## src/rtl/queue_pkg.sv

```systemverilog
// Shared sizing constants and helpers for the queue/stack storage blocks.
package queue_pkg;

    localparam int QUEUE_WIDTH = 8;
    localparam int QUEUE_DEPTH = 8;

    // Pointer width for a power-of-two depth; at least one bit.
    function automatic int ptr_w(input int depth);
        return (depth > 1) ? $clog2(depth) : 1;
    endfunction

endpackage

```

## src/rtl/queue_mem.sv

```systemverilog
// Queue storage: one synchronous write port and one asynchronous read port.
module queue_mem #(
    parameter int WIDTH = 8,
    parameter int DEPTH = 8,
    parameter int AW    = 3
) (
    input  logic             clk,
    input  logic             wr_en,
    input  logic [AW-1:0]    wr_addr,
    input  logic [WIDTH-1:0] wr_data,
    input  logic [AW-1:0]    rd_addr,
    output logic [WIDTH-1:0] rd_data
);

    logic [WIDTH-1:0] mem [DEPTH];

    always_ff @(posedge clk) begin
        if (wr_en) mem[wr_addr] <= wr_data;
    end

    // The read is sampled into data_out by the parent at the pop edge, so a
    // same-edge write to the head slot (full push+pop) still returns the old word.
    assign rd_data = mem[rd_addr];

endmodule

```

## src/rtl/queue.sv

```systemverilog
// FIFO queue with registered head output, sticky overflow/underflow and sync clear.
module queue
    import queue_pkg::*;
#(
    parameter int WIDTH = QUEUE_WIDTH,
    parameter int DEPTH = QUEUE_DEPTH
) (
    input  logic                        clk,
    input  logic                        reset,
    input  logic                        push,
    input  logic                        pop,
    input  logic                        clear,
    input  logic [WIDTH-1:0]            data_in,
    output logic [WIDTH-1:0]            data_out,
    output logic                        out_valid,
    output logic                        empty,
    output logic                        full,
    output logic [ptr_w(DEPTH):0]       count,
    output logic                        overflow,
    output logic                        underflow
);

    localparam int AW = ptr_w(DEPTH);
    localparam int CW = AW + 1;

    logic [AW-1:0]    wr_ptr, rd_ptr;
    logic [WIDTH-1:0] head;
    logic             pop_ok, push_ok;

    assign empty   = (count == '0);
    assign full    = (count == CW'(DEPTH));
    assign pop_ok  = pop && !empty;
    // A full queue still takes a push when the same edge frees the head slot.
    assign push_ok = push && (!full || pop_ok);

    queue_mem #(
        .WIDTH (WIDTH),
        .DEPTH (DEPTH),
        .AW    (AW)
    ) u_mem (
        .clk     (clk),
        .wr_en   (push_ok && !clear),
        .wr_addr (wr_ptr),
        .wr_data (data_in),
        .rd_addr (rd_ptr),
        .rd_data (head)
    );

    always_ff @(posedge clk or negedge reset) begin
        if (!reset) begin
            wr_ptr    <= '0;
            rd_ptr    <= '0;
            count     <= '0;
            data_out  <= '0;
            out_valid <= 1'b0;
            overflow  <= 1'b0;
            underflow <= 1'b0;
        end else if (clear) begin
            wr_ptr    <= '0;
            rd_ptr    <= '0;
            count     <= '0;
            out_valid <= 1'b0;
            overflow  <= 1'b0;
            underflow <= 1'b0;
        end else begin
            out_valid <= pop_ok;
            if (push_ok) wr_ptr <= wr_ptr + AW'(1);
            if (pop_ok) begin
                rd_ptr   <= rd_ptr + AW'(1);
                data_out <= head;
            end
            case ({push_ok, pop_ok})
                2'b10:   count <= count + CW'(1);
                2'b01:   count <= count - CW'(1);
                default: count <= count;
            endcase
            if (push && !push_ok) overflow  <= 1'b1;
            if (pop && empty)     underflow <= 1'b1;
        end
    end

endmodule

```

## config.mk

```make
export PLATFORM = sky130hd
export DESIGN_NAME = queue
export DESIGN_NICKNAME = d
export VERILOG_FILES = /design/src/rtl/queue_pkg.sv /design/src/rtl/queue_mem.sv /design/src/rtl/queue.sv
export SDC_FILE = /design/constraint.sdc
export NUM_CORES = 1
export LEC_CHECK = 0
export CAP_MARGIN = 10
export CORE_ASPECT_RATIO = 0.8
export CORE_MARGIN = 2
export CORE_UTILIZATION = 45
export DETAILED_ROUTE_END_ITERATION = 10
export RECOVER_POWER = 25
export SETUP_SLACK_MARGIN = 0.05
export SLEW_MARGIN = 20
export SYNTH_ARGS = -nofsm -noshare
export SYNTH_HDL_FRONTEND = slang
export SYNTH_SLANG_ARGS = --single-unit
```

## constraint.sdc

```tcl
create_clock -name clk -period 2.8 [get_ports clk]
set_clock_uncertainty 0.05 [all_clocks]
set_input_delay 0.56 -clock clk [delete_from_list [all_inputs] [get_ports clk]]
set_output_delay 0.56 -clock clk [all_outputs]
set_load 0.01 [all_outputs]
```

# Yosys cells after proc, flatten, opt, wreduce, memory -nomap -nowiden
# Memory sizes are Yosys's and may differ from the RTL's. A register that Yosys moved wholly into a read port is not among the register bits.
# Index checks and enable logic that the tools add are counted.
# W data, S select, Z words.
dict set report totals {
  word_cells 46
  latch_bits 0
  mem_bits_rw 64
  regBits 13
  memories 1
  mem_bits_ro 0
}
dict set report classes {
  n_div 0
  addsub 4
  bitwise_logic 1
  mul 0
  n_reduce_logical 18
  magnitude_cmp 0
  n_shift 0
  muxes 13
  eq_ne 3
}
# memory words width rd rd_clocked_by_memory_dff wr line
set mem_list {}
lappend mem_list {u_mem.mem 8 8 1 1 1 queue_mem.sv:15} ;# logic [WIDTH-1:0] mem [DEPTH];
# op n
set ops {}
lappend ops {{$mux W3} 4}
lappend ops {{$pmux W4 S2} 1}
lappend ops {{$reduce_bool A2 Y1} 4}
lappend ops {{$mux W1} 7}
lappend ops {{$add A3 B1 Y3 const B} 2}
lappend ops {{$logic_and A1 B1 Y1} 5}
lappend ops {{$logic_not A1 Y1} 5}
lappend ops {{$add A4 B1 Y4 const B} 1}
lappend ops {{$eq A4 B4 Y1 const B} 1}
lappend ops {{$logic_not A4 Y1} 1}
lappend ops {{$mux W4} 1}
lappend ops {{$sub A4 B1 Y4 const B} 1}
lappend ops {{$reduce_bool A3 Y1} 1}
lappend ops {{$eq A2 B1 Y1 const B} 1}
lappend ops {{$eq A2 B2 Y1 const B} 1}
lappend ops {{$reduce_and A2 Y1} 1}
lappend ops {{$logic_or A1 B1 Y1} 1}
lappend ops {{$not A1 Y1} 1}

# Depth between registers and ports, before layout
dict set report logic_depth {
  depth_word 9
  depth_mapped 9
}

# Modules after synthesis
# A second synthesis with hierarchy kept.
dict set report hier_totals {
  cells_unflattened 195
  hier_area_um2 3580.9
}
# module seq_area_each_um2 instances area_each_um2 cells_each
set modules_own_cells {}
lappend modules_own_cells {queue_mem 1921.8 1 2531.2 106}
lappend modules_own_cells {queue 525.5 1 1049.8 89}

# Least setup slack after synthesis
# Ideal clock, no wire load.
dict set report synth_timing {
  path_type {input port to flip-flop}
  start {input port pop}
  end {memory u_mem.mem[3][0] (enable)}
  n_path_buf 1
  path_stages 4
  arrival_ns 2.079
  setup_slack_ns 0.273
  required_time_ns 2.352
  setup_ns 0.398
  cell_sequence {clkbuf_1 > o21a_1 > nand2_1 > nor4b_1}
}
dict set report synth_via {
  elab_chain_len 6
}
# item line
set synth_lines {}
lappend synth_lines {{start: declaration} queue.sv:11} ;# input logic pop,
lappend synth_lines {{$logic_and A1 B1 Y1} queue.sv:32} ;# assign pop_ok = pop && !empty;
lappend synth_lines {{$logic_or A1 B1 Y1} queue.sv:34} ;# assign push_ok = push && (!full || pop_ok);
lappend synth_lines {{$logic_and A1 B1 Y1} queue.sv:34}
lappend synth_lines {{$logic_and A1 B1 Y1} queue.sv:42} ;# .wr_en (push_ok && !clear),
lappend synth_lines {{$mux W1} queue_mem.sv:18} ;# if (wr_en) mem[wr_addr] <= wr_data;
lappend synth_lines {{$mux W1 (implied by the code)} queue_mem.sv:18}
lappend synth_lines {{end: declaration} queue_mem.sv:15}
# No other way between the ends.

# Worst setup path after layout
dict set report layout_timing {
  start {register count[2]}
  end {output port empty}
}
dict set report layout_via {
  elab_chain_len 1
}
# item line
set layout_lines {}
lappend layout_lines {{start: declaration} queue.sv:18} ;# output logic [ptr_w(DEPTH):0] count,
lappend layout_lines {{start signal: assignment} queue.sv:73} ;# 2'b10: count <= count + CW'(1);
lappend layout_lines {{start signal: assignment} queue.sv:74} ;# 2'b01: count <= count - CW'(1);
lappend layout_lines {{start signal: assignment} queue.sv:75} ;# default: count <= count;
lappend layout_lines {{$logic_not A4 Y1} queue.sv:30} ;# assign empty = (count == '0);
lappend layout_lines {{end: declaration} queue.sv:16} ;# output logic empty,
# No other way between the ends.

==> metrics.yaml <==
status:
  status: "finished, final reports clean"
cts:
  numClockSinks: 85
  cts_buffers: 9
  clockBufferDepth: 2
  root_buffer: "clkbuf_8"
  ctsHtreeMaxLevel: 3
  cts_tree: "yes"
  clock_latency_ns: 0.35
  clkTransAtPathRegs_ns: 0.08
  cts-hold-fix-buffers: 0
sta:
  slew_violations: 0
  fmax_mhz: 386
  tightest_slew_ns: 1.14
  fin_setup_tns_ns: 0
  rsz0062_at_grt: "false"
  fin_crit_sh_pct: 92.6
  slew_headroom_pct: 24.1
  timing.final.hold_violations: 0
  setup_viol: 0
  fin_crit_ns: 2.59
setup_path:
  path_class: "reg -> out"
  crit_cells: 3
  path_cells: "or4_4 -> clkinv_2 -> clkdlybuf4s50_1"
  r2r_start: "count[2]"
  critical_path.max_fanout: 7
  worst-path-buf-inv: 2
  cp.required_ns: 2.19
  cp_slowest_stage_delay_ns: 0.55
  r2r-end: "count[3]"
  startpoint: "count[2]"
  cp.arrival_ns: 1.98
  cp_top_family: "buffers and inverters"
  rrSetupSlack_ns: 0.34
  reg2regPathDepth: 8
  cpMaxStageDelayCell: "or4_4"
  crit_path_start_kind: "flop"
  worstSetupEndpointType: "output pin"
global_route:
  top_usage_layer: "met1"
  grtUsageTotal_pct: 16.0
  grt_use_met1_pct: 25.7
  grt_pass1_wl_mm: 9.84
  grt_overflow_total: 0
  grtUsageMet2_pct: 21.2
  grt_pass1_vias: 1718
  grt_max_degree: 22
  antenna_found_initial: 0
  use_met3_pct: 5.30
place:
  portBuffers: 29
  gp_congestion: 0.740
  hpwl_mm: 4.13
yosys:
  synth-seq-cells: 85
  synth_warnings: 0
  synth_top_area_cell: "edfxtp_1"
  postSynthAreaPerCell_um2: 16.6
  syn_nets: 228
  yosysSeqAreaShare_pct: 69.9
  synth.distinct_cells: 35
  yosys-top-cells-area: "edfxtp_1 (55%), dfrtp_1 (15%), mux4_2 (10%)"
  synth.top_cell.area_share_pct: 54.9
  syn-cell-area_um2: 3500
  syn_inst: 211
floorplanning:
  pin_count: 30
  dieHeight_um: 82.9
  core-area_um2: 7460
  fp-row-count: 28
  die_w_um: 103
  initial_core_util_pct: 46.9
  dieArea_um2: 8510
pwr:
  switching_share_pct: 28.8
  ir_worst_vdd_mv: 0.272
  internal_power_w: 0.00231
  clockPowerShare_pct: 22.5
  p_sw_w: 0.000935
  power_w: 0.00324
  seqPwrFrac_pct: 47.8
  pwr-share-comb_pct: 29.8
  power.density_nw_per_um2: 773
  power_leakage_nw: 1.48
detailed_routing:
  vias_per_cell: 5.12
  drc: 0
  first_pass_iters: 4
  dr.first_iter.drc_count: 90
  vias: 1878
  wl_mm: 6.33
  ant_nets: 0
  wl_per_cell_um: 17.2
flow_run:
  max_cap_viol_count: 0
worst_hold_path:
  hold_start: "data_out[4]"
  hold_end: "data_out[4]"
  hold_class: "reg -> reg"
  worstHoldPathCells: 2
cells_and_area:
  layout_common_cells: "edfxtp_1 (64), clkdlybuf4s50_1 (23), dfrtp_1 (20), buf_4 (18)"
  final_util_pct: 56.3
  area_delta_synth_final_pct: 19.9
  finalNetCount: 275
  fill_cells: 620
  diodes: 0
  layout_commonest_cell: "edfxtp_1"
  drive_gt1_share_pct: 22.1
Yosys cell counts:
master    number
o311a_4        1
nor2b_1        1
inv_1          2
edfxtp_1      64
or4_4          1
buf_6          1
o21ai_1        1
nand3_1        2
buf_2          5
mux2_4         1
xor2_1         4
nor3_1         4
o311ai_1       1
clkbuf_1       4
o21a_1         2
xnor2_1        2
nor2_1        15
a31oi_1        1
clkinv_2       1
nand2_1       16
o211ai_1       1
o21ai_0       11
nand3b_1       3
and3b_1        1
mux4_2        16
dfrtp_1       21
nor4_1         3
nand2b_1       2
a21oi_1        6
nor4b_1        1
ha_1           4
mux2i_1        9
buf_1          2
a211oi_4       1
or4b_1         1
sequential cells by signal, indices dropped and copies added, names as in the netlist:
register and cells:
u_mem.mem 64, data_out 8, count 4, rd_ptr 3
wr_ptr 3, out_valid 1, overflow 1, underflow 1
logic make-up after synthesis:
| kind of cell | after synthesis | share of synthesized area, % |
|---|---|---|
| compound gates | 25 | 4.82 |
| xor+xnor | 6 | 1.50 |
| fa+ha+maj | 4 | 1.43 |
| buf+inv | 15 | 2.04 |
| flops | 85 | 69.9 |
| mux | 26 | 13.3 |
| simple gates | 50 | 7.01 |
worst max path at each step:
stage	endpoint	slack, ns
after floorplan	u_mem.mem[3][0]	0.27
after global placement	count[3]	0.28
after detailed placement	count[3]	0.25
after CTS	full	0.05
after global routing	empty	0.13
final	empty	0.21
per-stage QoR:
step / worst slack [ns] / area [µm²] / instances / hold slack, ns
global placement: 0.276 / 4020 / 350 / 0.413
detailed placement: 0.245 / 4020 / 350 / 0.422
global route: 0.129 / 4200 / 367 / 0.460
CTS: 0.0532 / 4190 / 365 / 0.441
finish: 0.207 / 4200 / 367 / 0.432
floorplan: 0.273 / 3500 / 211 / 0.214
power by group through the flow:
stage	combinational (W)	clock [W]	sequential, W
6_report	0.000965	0.000730	0.00155
4_1_cts	0.000959	0.000760	0.00155
3_3_place_gp	0.000942	0	0.00158
3_5_place_dp	0.000954	0	0.00158
5_1_grt	0.00107	0.000807	0.00156
2_1_floorplan	0.000571	0	0.00160
metal layers:
| layer | up-vias | part of all wire [%] |
|---|---|---|
| li1 | 902 | - |
| met1 | 932 | 52 |
| met2 | 37 | 42 |
| met3 | 7 | 4.5 |
| met4 | 0 | 0.90 |
| met5 | - | 0 |
worst reg2reg max path: cells and delay by family, from the launching register on:
| family | cells | cell delay, ns |
|---|---|---|
| adders and majority gates | 1 | 0.33 |
| and+or+nand+nor | 3 | 0.66 |
| buffers and inverters | 1 | 0.10 |
| AOI/OAI and AO/OA | 2 | 0.43 |
| DFF | 1 | 0.46 |
| muxes | 1 | 0.33 |
timing repair:
item                                    CTS  global route
buffers inserted                          0             2
endpoints found under the setup margin    1             1
gates resized for setup                   2             1
cell type report:
class | instances | area, µm² | area share (%)
multi-input cells | 111 | 1010 | 24.1
clock inverters | 6 | 40.0 | 0.954
clock buffers | 9 | 124 | 2.95
flip-flops and latches | 85 | 2450 | 58.3
repair buffers | 48 | 432 | 10.3
inverters | 3 | 12.5 | 0.298
well taps | 105 | 131 | 3.13
No activity file was read; power rests on OpenSTA's default activity.
